==> src/rtl/rle_video_encoder_if.sv <==
// Pixel-in / run-word-out handshake bundle for rle_video_encoder.
// master = encoder side, slave = pixel source plus word sink side.
interface rle_video_encoder_if #(
    parameter int COLOUR_BITS = 6,
    parameter int DATA_WIDTH  = 16
);
    logic                   pix_valid;
    logic                   pix_ready;
    logic [COLOUR_BITS-1:0] pix_colour;
    logic                   pix_last;
    logic                   out_valid;
    logic                   out_ready;
    logic [DATA_WIDTH-1:0]  out_data;
    logic                   busy;

    modport master (
        input  pix_valid, pix_colour, pix_last, out_ready,
        output pix_ready, out_valid, out_data, busy
    );

    modport slave (
        output pix_valid, pix_colour, pix_last, out_ready,
        input  pix_ready, out_valid, out_data, busy
    );
endinterface

==> src/rtl/rle_video_encoder.sv <==
// Raster pixel stream to {run_length, colour} words, terminated by a 0x0000 end-of-frame marker.
// Define RLE_LINE_BREAK_EN to stop runs from spanning lines of LINE_WIDTH pixels.
module rle_video_encoder #(
    parameter int COLOUR_BITS = 6,
    parameter int DATA_WIDTH  = 16,
    parameter int LINE_WIDTH  = 640
) (
    input  logic                clk,
    input  logic                rst_n,
    rle_video_encoder_if.master bus
);
    localparam int RUN_BITS = DATA_WIDTH - COLOUR_BITS;
    localparam logic [RUN_BITS-1:0] MAX_RUN = '1;

    typedef enum logic [1:0] {S_IDLE, S_RUN, S_FLUSH, S_EOF} state_t;

    state_t                 state;
    logic [COLOUR_BITS-1:0] cur;
    logic [RUN_BITS-1:0]    count;
    logic                   slot_free;
    logic                   accept;
    logic                   line_start;
    logic                   split;

    function automatic logic [DATA_WIDTH-1:0] pack_word(input logic [RUN_BITS-1:0] run,
                                                         input logic [COLOUR_BITS-1:0] colour);
        return {run, colour};
    endfunction

    assign slot_free     = !bus.out_valid || bus.out_ready;
    assign bus.pix_ready = slot_free && (state == S_IDLE || state == S_RUN);
    assign accept        = bus.pix_valid && bus.pix_ready;
    assign bus.busy      = (state != S_IDLE) || bus.out_valid;
    assign split         = (bus.pix_colour != cur) || (count == MAX_RUN) || line_start;

`ifdef RLE_LINE_BREAK_EN
    localparam int COL_BITS = (LINE_WIDTH > 1) ? $clog2(LINE_WIDTH) : 1;
    localparam logic [COL_BITS-1:0] COL_LAST = COL_BITS'(LINE_WIDTH - 1);

    logic [COL_BITS-1:0] col;

    // Column of the pixel currently offered; a new frame always starts at column 0.
    always_ff @(posedge clk) begin
        if (!rst_n) begin
            col <= '0;
        end else if (accept) begin
            col <= (bus.pix_last || col == COL_LAST) ? '0 : col + 1'b1;
        end
    end

    assign line_start = (col == '0);
`else
    assign line_start = 1'b0;
`endif

    always_ff @(posedge clk) begin
        if (!rst_n) begin
            state         <= S_IDLE;
            cur           <= '0;
            count         <= '0;
            bus.out_valid <= 1'b0;
            bus.out_data  <= '0;
        end else begin
            // Acceptance empties the slot; any load below refills it in the same cycle.
            if (bus.out_valid && bus.out_ready) begin
                bus.out_valid <= 1'b0;
            end
            case (state)
                S_IDLE: begin
                    if (accept) begin
                        cur   <= bus.pix_colour;
                        count <= RUN_BITS'(1);
                        state <= bus.pix_last ? S_FLUSH : S_RUN;
                    end
                end
                S_RUN: begin
                    if (accept) begin
                        if (split) begin
                            bus.out_data  <= pack_word(count, cur);
                            bus.out_valid <= 1'b1;
                            cur           <= bus.pix_colour;
                            count         <= RUN_BITS'(1);
                        end else begin
                            count <= count + 1'b1;
                        end
                        state <= bus.pix_last ? S_FLUSH : S_RUN;
                    end
                end
                S_FLUSH: begin
                    if (slot_free) begin
                        bus.out_data  <= pack_word(count, cur);
                        bus.out_valid <= 1'b1;
                        state         <= S_EOF;
                    end
                end
                S_EOF: begin
                    if (slot_free) begin
                        bus.out_data  <= '0;
                        bus.out_valid <= 1'b1;
                        state         <= S_IDLE;
                    end
                end
                default: state <= S_IDLE;
            endcase
        end
    end
endmodule
==> src/flat_wrapper.sv <==
// flat-port wrapper written by rule: the top's interface ports become plain ports
module rle_video_encoder_flat 
#(
    parameter int COLOUR_BITS = 6,
    parameter int DATA_WIDTH  = 16,
    parameter int LINE_WIDTH  = 640
)
  (clk, rst_n, bus_pix_valid, bus_pix_colour, bus_pix_last, bus_out_ready, bus_pix_ready, bus_out_valid, bus_out_data, bus_busy);
  rle_video_encoder_if #(.COLOUR_BITS(COLOUR_BITS), .DATA_WIDTH(DATA_WIDTH)) bus_i ();
  input  logic clk;
  input  logic rst_n;
  input wire logic [$bits(bus_i.pix_valid)-1:0] bus_pix_valid;
  input wire logic [$bits(bus_i.pix_colour)-1:0] bus_pix_colour;
  input wire logic [$bits(bus_i.pix_last)-1:0] bus_pix_last;
  input wire logic [$bits(bus_i.out_ready)-1:0] bus_out_ready;
  output wire logic [$bits(bus_i.pix_ready)-1:0] bus_pix_ready;
  output wire logic [$bits(bus_i.out_valid)-1:0] bus_out_valid;
  output wire logic [$bits(bus_i.out_data)-1:0] bus_out_data;
  output wire logic [$bits(bus_i.busy)-1:0] bus_busy;
  assign bus_i.pix_valid = bus_pix_valid;
  assign bus_i.pix_colour = bus_pix_colour;
  assign bus_i.pix_last = bus_pix_last;
  assign bus_i.out_ready = bus_out_ready;
  assign bus_pix_ready = bus_i.pix_ready;
  assign bus_out_valid = bus_i.out_valid;
  assign bus_out_data = bus_i.out_data;
  assign bus_busy = bus_i.busy;
  rle_video_encoder #(.COLOUR_BITS(COLOUR_BITS), .DATA_WIDTH(DATA_WIDTH), .LINE_WIDTH(LINE_WIDTH)) u_core (.clk(clk), .rst_n(rst_n), .bus(bus_i));
endmodule
==> config.mk <==
export PLATFORM = sky130hd
export DESIGN_NAME = rle_video_encoder_flat
export DESIGN_NICKNAME = d
export VERILOG_FILES = /design/src/rtl/rle_video_encoder_if.sv /design/src/rtl/rle_video_encoder.sv /design/src/flat_wrapper.sv
export SDC_FILE = /design/constraint.sdc
export NUM_CORES = 1
export LEC_CHECK = 0
export CAP_MARGIN = 20
export CORE_UTILIZATION = 29
export DETAILED_ROUTE_END_ITERATION = 8
export GPL_ROUTABILITY_DRIVEN = 0
export SYNTH_ARGS = -nofsm -noshare
export SYNTH_HDL_FRONTEND = slang
export SYNTH_SLANG_ARGS = --single-unit
==> constraint.sdc <==
create_clock -name clk -period 3.45 [get_ports clk]
set_input_delay 0.345 -clock clk [delete_from_list [all_inputs] [get_ports clk]]
set_output_delay 0.345 -clock clk [all_outputs]
set_load 0.03 [all_outputs]
Word level (Yosys, flattened, before mapping)
Index checks and enable logic that the tools add are counted.

operators by class
  add/subtract/negate cells = 1
  reduce and logical (&&, ||, !) cells = 18
  equal/unequal tests = 11
  muxes and demuxes = 23

operators with widths
  kind                     count
  $mux W16                 4
  $pmux W16 S3             1
  $mux W10                 3
  $pmux W10 S2             1
  $mux W6                  3
  $ne A2 B1 Y1 const B     6
  $pmux W6 S2              1
  $add A10 B1 Y10 const B  1
  $eq A10 B10 Y1 const B   1
  $mux W2                  4
  $ne A6 B6 Y1             1
  $pmux W2 S3              1
  $reduce_and A3 Y1        2
  $reduce_and A5 Y1        1
  $eq A2 B2 Y1 const B     2
  $logic_or A1 B1 Y1       4
  $mux W1                  4
  $reduce_and A4 Y1        1
  $reduce_bool A2 Y1       2
  $reduce_or A2 Y1         2
  $logic_and A1 B1 Y1      3
  $reduce_bool A3 Y1       1
  $eq A2 B1 Y1 const B     1
  $logic_not A2 Y1         1
  2 further kinds          2

word-level totals
  register bits after elaboration = 35
  logic and storage cells = 58
  output and inout port bits = 19

Longest topological paths before layout
  word-level depth = 6
  gate-level depth with buffers = 7
  depth with buffers taken out = 6

Worst setup path after synthesis
Ideal clock, no wire load.

  path type = reg-to-reg
  start point = register u_core.count[0]
  end point = register u_core.bus.out_data[0]
  data required time = 3.333 ns
  period minus slack after synthesis = 1.751 ns
  setup slack = 1.699 ns
  stages on the path, launching flop included = 8
  library setup time = 0.117 ns
  arrival time = 1.634 ns
  cell sequence = dfxtp_1 ha_1 nand3_1 nor3_4 o311ai_2 a21o_4 buf_6 a32o_1

on the way
  word-level cells in the longest chain between the ends = 4

ends and longest elaborated chain
  item                         line                        text
  start, declared              rle_video_encoder.sv:19     logic [RUN_BITS-1:0] count;
  start signal, assigned       rle_video_encoder.sv:84     count <= count + 1'b1;
  $eq A10 B10 Y1               rle_video_encoder.sv:34     assign split = (bus.pix_colour != cur) || (count == MAX_RUN) || line_start;
  $logic_or A1 B1 Y1           rle_video_encoder.sv:34
  $ne A2 B1 Y1 (no line)       n/a
  $reduce_and A5 Y1 (no line)  n/a
  end signal, assigned         rle_video_encoder.sv:79     bus.out_data <= pack_word(count, cur);
  end signal, assigned         rle_video_encoder.sv:91     bus.out_data <= pack_word(count, cur);
  end, declared                rle_video_encoder_if.sv:18  output pix_ready, out_valid, out_data, busy

No other way between the ends.
A chain may end at the register's enable or synchronous reset.

Worst setup path in the final report
  start point = input bus_out_ready
  end point = output bus_pix_ready

on the way
  word-level cells in the longest chain between the ends = 2

ends and longest elaborated chain
  item                 line                     text
  start, declared      flat_wrapper.sv:15       input wire logic [$bits(bus_i.out_ready)-1:0] bus_out_ready;
  $logic_or A1 B1 Y1   rle_video_encoder.sv:30  assign slot_free = !bus.out_valid || bus.out_ready;
  $logic_and A1 B1 Y1  rle_video_encoder.sv:31  assign bus.pix_ready = slot_free && (state == S_IDLE || state == S_RUN);
  end, declared        flat_wrapper.sv:16       output wire logic [$bits(bus_i.pix_ready)-1:0] bus_pix_ready;

No other way between the ends.

==> metrics.txt <==
outcome finished, final reports clean; fraction of synthesis flops using an asynchronous set or reset pin 0%; FMAX 450.6 MHz; Setup-failing EPs final 0; most frequent cell after synthesis dfxtp_1; Worst VDD drop 0.2467 mV; Ports 30; vias 1398; Final Instance Area 2111 µm²; die width 76.89 µm; Crit Path Max Fanout 5; clock sink total 35; Synth top cells by count dfxtp_1 (35), a32o_1 (16), nand2_1 (14), nand3_1 (12), o21ai_0 (12); crit path from bus_out_ready; CP Capture Type output port; die extent in y 76.89 µm; GRT busiest layer met2; Crit path required time 3.11 ns; Worst-Margin Slew 0.6750 ns; initial antenna violation count 0; Starting Density 31.06%; CTS tree yes; CTS H-tree depth 2; overall global routing resource usage 13.48%; met1 Track Usage GR 18.99%; synth top area cells dfxtp_1 (43%), a32o_1 (9.8%), mux2i_1 (3.7%); share of the synthesized area in the top cell type 43.08%; startpoint class of the critical path primary input; Syn-to-layout area delta 29.77%; Leak 0.0007524 µW; Core ar. 5238 µm²; Clock Latency Late Sink 0.28 ns; TNS Setup 0 ns; CP arrival 1.87 ns; Post-synth EDFFs 0; register area share after synthesis 43.08%; GR Layer Usage met3 2.738%; R2R depth 5; Slew headroom 54.75%; Final Skew 0.006340 ns; GRT overflow 0; Post-CTS Setup Repair Bufs 0; Synth Register Bits 35; Pins Over Slew Limit 0; root buf cell clkbuf_8; total power 997.4 µW; DRT iter0 DRCs 81; total CTS buffers 5; number of global-route vias before repair 1297; Mean Syn Cell Area 9.512 µm²; Tmin final 2.219 ns; vias per inst 5.197; RSZ-0062 raised after global routing no; cell area after synthesis 1627 µm²; leading area contributor after synthesis dfxtp_1; worst reg2reg startpoint u_core.cur[0]$_SDFFE_PN0P_; Final Hold Viols 0; Die ar. 5912 µm²; DRT Pass-1 Iters 4; Post-Route WL 3687 µm; largest net degree at the start of global routing 33; DP Wirelength 2450 µm; Cell Area, Placed 1974 µm²; fin crit share 64.32%; Reg2Reg Setup Slack 1.57 ns; Net Count, Synth 183; port bufs 29; n_diodes 0; crit path kind in2out; HP Class reg2reg; Syn Inst Count 171; Hold Slack 0.4990 ns; met2 Track Usage GR 19.91%; Rows 26; Synthesis Warnings 0; Reg-to-Reg End u_core.cur[5]$_SDFFE_PN0P_; Pwr Density 472.5 nW/µm²; post-DR wirelength/cell 13.71 µm; Clock Pin Slew Worst Setup and Hold Paths 0.07 ns; share of cells above drive strength 1 9.548%; first-pass GRT wire length 6375 µm; Post-CTS Hold Buffers 0; Post-CTS Resized 0; Synth Flop Type dfxtp_1; Synth cell types 39; Worst setup endpoint bus_pix_ready; fin nets 210; DRC 0; max-cap violations 0; clock buffer depth 2; number of nets still failing antenna checks after routing 0
==> cell type report <==
type	instances	area [µm²]
clock inverter	3	67.56
tap	70	87.58
fill	529	3127
timing repair buffer	31	305.3
sequential	35	700.7
inverter	3	11.26
multi-input combinational	122	869.6
clock buffer	5	68.82
==> cell usage in the layout (no fill, tap or decap), types with 3 or more instances in the layout <==
master,Yosys,final
and2_1,3,3
a21oi_1,6,6
nand3_1,12,12
dfxtp_1,35,35
o2111ai_1,3,3
nand2_1,14,14
inv_1,3,3
mux2i_1,6,6
xnor2_1,6,6
clkbuf_8,0,5
nor2_1,9,9
o21ai_0,12,12
nor4_1,6,6
a32o_1,16,16
clkdlybuf4s50_1,0,29
nand4_1,3,3
==> stage by stage <==
step / util, % / std cells / setup WS [ns]
finish: 40.30 / 269 / 1.231
global route: 40.30 / 269 / 1.158
CTS: 40.30 / 269 / 1.217
detailed placement: 37.70 / 261 / 1.084
global placement: 37.70 / 261 / 1.150
floorplan: - / 171 / 1.699
==> cells by family (layout without fill, tap and decap cells) <==
family | Yosys count | count (layout) | share of synthesized area, %
multiplexers | 6 | 6 | 3.692
flip-flops | 35 | 35 | 43.08
XOR/XNOR | 6 | 6 | 3.231
buffers and inverters | 14 | 42 | 3.923
AND/OR/NAND/NOR | 61 | 61 | 20.92
adder cells (fa/ha/maj) | 1 | 1 | 0.7691
AO/OA/AOI/OAI | 48 | 48 | 24.39
==> flip-flops by register name, summed over array words and instances (netlist names) <==
register,count
u_core.bus.out_data,16
u_core.bus.out_valid,1
u_core.count,10
u_core.cur,6
u_core.state,2
==> critical path, cell delays in order <==
cell	delay, ns
clkdlybuf4s50_1	0.47
and2b_1	0.23
nor2_1	0.14
clkdlybuf4s50_1	0.69
==> power by group <==
part | leakage (µW) | internal (µW) | switching, µW
logic | 0.000404 | 53.0 | 76.0
clock network | 0.0000644 | 288 | 151
registers | 0.000284 | 416 | 12.8
==> worst min-delay path by stage <==
| stage | startpoint | endpoint | slack, ns | cells after the start |
|---|---|---|---|---|
| 2_1_floorplan | u_core.count[6]$_SDFFE_PN0P_ | u_core.count[6]$_SDFFE_PN0P_ | 0.48 | 2 |
| 3_3_place_gp | u_core.bus.out_data[1]$_SDFFE_PN0P_ | u_core.bus.out_data[1]$_SDFFE_PN0P_ | 0.48 | 1 |
| 3_5_place_dp | u_core.bus.out_data[12]$_SDFFE_PN0P_ | u_core.bus.out_data[12]$_SDFFE_PN0P_ | 0.49 | 1 |
| 4_1_cts | u_core.bus.out_data[12]$_SDFFE_PN0P_ | u_core.bus.out_data[12]$_SDFFE_PN0P_ | 0.50 | 1 |
| 5_1_grt | u_core.bus.out_data[10]$_SDFFE_PN0P_ | u_core.bus.out_data[10]$_SDFFE_PN0P_ | 0.52 | 1 |
| 6_report | u_core.bus.out_data[1]$_SDFFE_PN0P_ | u_core.bus.out_data[1]$_SDFFE_PN0P_ | 0.50 | 1 |
==> routing by layer <==
metal / wire [µm] / up-vias / share of wire, %
li1: - / 712 / -
met1: 1918 / 658 / 52
met2: 1588 / 24 / 43
met3: 138 / 4 / 3.7
met4: 41 / 0 / 1.1
met5: 0 / - / 0
Power figures use the tool's default switching activity.
